## config.mk

```make
export PLATFORM = sky130hd
export DESIGN_NAME = fifo_vc_buffer
export DESIGN_NICKNAME = d
export VERILOG_FILES = /design/src/rtl/fifo_vc_buffer.sv
export SDC_FILE = /design/constraint.sdc
export NUM_CORES = 1
export LEC_CHECK = 0
export CAP_MARGIN = 20
export CORE_MARGIN = 4
export CORE_UTILIZATION = 30
export DETAILED_ROUTE_END_ITERATION = 8
export GPL_TIMING_DRIVEN = 0
export PLACE_DENSITY = 0.5
export SYNTH_ARGS = -nofsm -noshare
export SYNTH_HDL_FRONTEND = slang
export SYNTH_SLANG_ARGS = --single-unit
```

## constraint.sdc

```tcl
create_clock -name clk -period 2.35 [get_ports clk]
set_input_delay 0.3525 -clock clk [delete_from_list [all_inputs] [get_ports clk]]
set_output_delay 0.3525 -clock clk [all_outputs]
set_load 0.05 [all_outputs]
```

## src/rtl/fifo_vc_buffer.sv

```systemverilog
// fifo_vc_buffer: per-virtual-channel FIFO that sits on one output of the class demux.
// It holds words until the egress arbiter pops them and exposes occupancy flags
// for backpressure. Reset is asynchronous and active-low.
// Optional macro FIFO_ERR_STICKY_EN: when defined, fifo_error latches until reset;
// when undefined, fifo_error pulses for one cycle per offending request.
module fifo_vc_buffer #(
  parameter int DATA_WIDTH = 10,
  parameter int ADDR_WIDTH = 2,
  parameter int AF_THRESH  = 3,
  parameter int AE_THRESH  = 1
) (
  input  logic                  clk,
  input  logic                  reset,
  input  logic                  push,
  input  logic [DATA_WIDTH-1:0] data_in,
  input  logic                  pop,
  output logic [DATA_WIDTH-1:0] data_out,
  output logic                  data_valid,
  output logic                  full,
  output logic                  empty,
  output logic                  almost_full,
  output logic                  almost_empty,
  output logic [ADDR_WIDTH:0]   count,
  output logic                  fifo_error
);

  localparam int DEPTH = 1 << ADDR_WIDTH;
  localparam int CNT_W = ADDR_WIDTH + 1;

  logic [DATA_WIDTH-1:0] mem [DEPTH];
  logic [ADDR_WIDTH-1:0] wr_ptr;
  logic [ADDR_WIDTH-1:0] rd_ptr;

  logic push_ok;
  logic pop_ok;
  logic overflow;
  logic underflow;

  // Flags come only from the registered count so flow control never sees a
  // combinational path from this cycle's push/pop.
  assign full         = (count == CNT_W'(DEPTH));
  assign empty        = (count == '0);
  assign almost_full  = (count >= CNT_W'(AF_THRESH));
  assign almost_empty = (count <= CNT_W'(AE_THRESH));

  // A full FIFO can still take a word when a pop frees the slot in the same cycle;
  // an empty FIFO never serves a pop, even when a push arrives alongside it.
  assign pop_ok    = pop && !empty;
  assign push_ok   = push && (!full || pop);
  assign overflow  = push && full && !pop;
  assign underflow = pop && empty;

  // Storage array: written on accepted pushes only, never cleared by reset.
  always_ff @(posedge clk) begin
    if (push_ok) begin
      mem[wr_ptr] <= data_in;
    end
  end

  // Pointers, occupancy and the registered read port.
  always_ff @(posedge clk or negedge reset) begin
    if (!reset) begin
      wr_ptr     <= '0;
      rd_ptr     <= '0;
      count      <= '0;
      data_out   <= '0;
      data_valid <= 1'b0;
    end else begin
      if (push_ok) begin
        wr_ptr <= wr_ptr + 1'b1;
      end
      if (pop_ok) begin
        data_out   <= mem[rd_ptr];
        rd_ptr     <= rd_ptr + 1'b1;
        data_valid <= 1'b1;
      end else begin
        data_valid <= 1'b0;
      end
      if (push_ok && !pop_ok) begin
        count <= count + 1'b1;
      end else if (!push_ok && pop_ok) begin
        count <= count - 1'b1;
      end
    end
  end

  // Error flag for dropped pushes and rejected pops, sticky or pulsed by build option.
  always_ff @(posedge clk or negedge reset) begin
    if (!reset) begin
      fifo_error <= 1'b0;
    end else begin
`ifdef FIFO_ERR_STICKY_EN
      if (overflow || underflow) begin
        fifo_error <= 1'b1;
      end
`else
      fifo_error <= overflow || underflow;
`endif
    end
  end

endmodule
```

==> flow_summary.yaml <==
routing:
  vias: 1206
  drc: 0
  wl_um: 4258
  antenna_left: 0
  drt_first_pass_iters: 4
  drt-vias-per-instance: 4.277
  wl_per_cell_um: 15.10
  first_iter_violations: 24
power_and_ir_drop:
  p_clk_frac: 0.243
  power.internal_mw: 2.874
  p_switching_mw: 1.656
  pwr-share-comb: 0.413
  seqPwrFrac: 0.344
  netSwitchingFraction: 0.3655
  ir_worst_vdd_uv: 715.4
  leakage_nw: 1.180
  power_per_cell_area_mw_per_mm2: 1467
run:
  drv_cap: 0
clock_tree:
  clk_path_buf_depth: 2
  cts_tree: "yes"
  cts_buffers: 9
  cts_sinks: 59
  clkTransAtPathRegs_ns: 0.07
  htree_levels: 3
  clk_latency_ns: 0.32
  root_buffer: "clkbuf_8"
cells_and_area:
  antennaDiodeCount: 0
  drive_gt1_frac: 0.2167
  multi_input_area_sq_um: 651.9
  area_growth_pct: 29.21
  final_area_sq_mm: 0.003088
  seq_area_sq_mm: 0.001677
  final_cells: 282
  n_fill_cell: 705
  layout.nets: 199
grt:
  gr-total-overflow: 0
  grt_pass1_vias: 1328
  track_usage: 0.09761
  grt_pass1_wl_um: 6893
  grt_max_degree: 20
  antenna_found_initial: 0
yosys:
  synth_edf_count: 40
  synth_nets: 155
  synth-seq-area-share: 0.7016
  synth-seq-cells: 59
  synth.top_cells.by_count: "40 x edfxtp_1, 19 x dfrtp_1, 11 x mux2_2"
  syn-cell-area_sq_mm: 0.002390
  synth_top_cell_area_share: 0.5026
  synth_ff_type: "edfxtp_1"
  ys_async_sr_fraction: 0.3220
  synth_cells: 131
  yosys.area.top_type: "edfxtp_1"
  synth.area.top_cells: "edfxtp_1 50%, dfrtp_1 20%, mux4_2 7.5%"
  synth_cell_types: 22
  synth.avg_cell_area_sq_um: 18.24
  yosys_warnings: 0
  synth.most_common_cell: "edfxtp_1"
timing:
  worst_pin_slew_ns: 0.5885
  period_share: 0.9168
  skew_ns: 0.004889
  layout_min_cycle_time_ns: 2.155
  rsz0062_at_grt: "no"
  relSlewSlack: 0.6077
  hold_viol: 0
  setup_tns_ns: 0
  drv_slew: 0
  fmax_mhz: 464.1
  finalSetupViolCount: 0
setup_path:
  path_max_fanout: 5
  cp.arrival_ns: 1.80
  reg2reg_from: "count[0]$_DFFE_PN0P_"
  rr_worst_depth: 5
  critPathLaunchType: "flip-flop"
  cp-end-kind: "primary output"
  critical_path_class: "flip-flop to primary output"
  regToRegSetupSlack_ns: 0.28
  r2r-end: "mem[0][0]$_DFFE_PP_"
  required_ns: 2.00
outcome:
  status: "complete, no violations"
placement:
  port_buffers: 32
  place_inst: 265
  place_congestion: 0.7644
  place_area_sq_mm: 0.002838
  dp_hpwl_um: 2811
min_path:
  hp-class: "input port to asynchronous set/reset pin"
floorplanning:
  core_area_sq_mm: 0.007727
  dieHeight_um: 97.25
  die_width_um: 97.25
  dieArea_sq_mm: 0.009458
  io_pins: 33
  rows: 32
  initial_core_util: 0.3093
through the flow:
| stage | total power [mW] | utilization | hold slack (ns) | setup WS, ns |
|---|---|---|---|---|
| after floorplan | 2.918 | - | 0.05691 | 0.02887 |
| after global placement | 3.465 | 0.3672 | 0.4903 | 0.2061 |
| after detailed placement | 3.518 | 0.3672 | 0.4946 | 0.1734 |
| after CTS | 4.606 | 0.3977 | 0.5112 | 0.1700 |
| after global routing | 4.782 | 0.3996 | 0.3909 | 0.05427 |
| final | 4.530 | 0.3996 | 0.3691 | 0.1955 |
cells in the final DEF, fill, tap and decap left out, types with 2 or more instances in the layout:
cell and instances:
dfrtp_1 19, bufinv_16 3, clkinv_4 2, nor2_1 4
buf_4 2, and2_1 5, mux4_1 2, clkbuf_8 9
clkdlybuf4s50_1 28, a21oi_1 2, o21ai_0 4, ha_1 10
xnor2_1 4, edfxtp_1 40, mux2_2 11, dlygate4sd2_1 4
mux4_2 8, nand2_1 4, inv_1 8
worst max-delay path by stage:
stage	startpoint	to	slack (ns)	cells after the start
after detailed placement	pop	mem[0][3]$_DFFE_PP_	0.17	3
final	count[0]$_DFFE_PN0P_	empty	0.20	5
after global placement	pop	mem[3][8]$_DFFE_PP_	0.21	3
after CTS	count[0]$_DFFE_PN0P_	empty	0.17	5
after global routing	count[0]$_DFFE_PN0P_	empty	0.05	5
after floorplan	count[0]$_DFFE_PN0P_	almost_full	0.03	2
worst max-delay path, cell delays in order, from the launching register on:
cell and delay (ns):
dfrtp_1 0.44, inv_1 0.14, ha_1 0.21, nand2b_1 0.11
inv_1 0.07, dlygate4sd2_1 0.52
metal layers:
metal	global-route usage	up-vias	part of all wire	routed length (um)
li1	-	571	-	-
met1	0.1084	607	0.43	1815
met2	0.1661	25	0.53	2261
met3	0.03877	3	0.038	161
met4	0.04153	0	0.0047	20
met5	0	-	0	0
cell families after synthesis:
logic type               synth area share
AO/OA/AOI/OAI                     0.01571
XOR/XNOR                          0.01832
flip-flops                         0.7016
adder cells (fa/ha/maj)           0.05236
multiplexers                       0.1534
AND/OR/NAND/NOR                   0.03298
buffers and inverters             0.02565
power groups by stage:
stage               sequential [mW]  combinational [mW]  clock, mW
floorplan                      2.00               0.919          0
global placement               1.57                1.90          0
detailed placement             1.59                1.93          0
CTS                            1.57                1.91       1.13
global route                   1.60                2.00       1.18
finish                         1.56                1.87       1.10
area by class of cell:
class | instances | area share
multi-input cells | 60 | 0.2111
repair buffers | 33 | 0.1070
clock buffers | 9 | 0.04011
plain buffers | 4 | 0.01013
inverters | 8 | 0.009724
clock inverters | 7 | 0.03768
flip-flops and latches | 59 | 0.5430
well taps | 102 | 0.04133
flip-flops by register name, indices dropped and copies added (netlist names):
signal,flops
data_valid,1
wr_ptr,2
fifo_error,1
rd_ptr,2
mem,40
data_out,10
count,3
what timing repair did:
item | 4_1_cts | 5_1_grt
setup endpoints to repair | 4 | 0
setup buffers | 0 | 0
hold endpoints to repair | 0 | 0
gates resized for setup | 4 | 0
hold buffers | 0 | 0
Power figures use the tool's default switching activity.
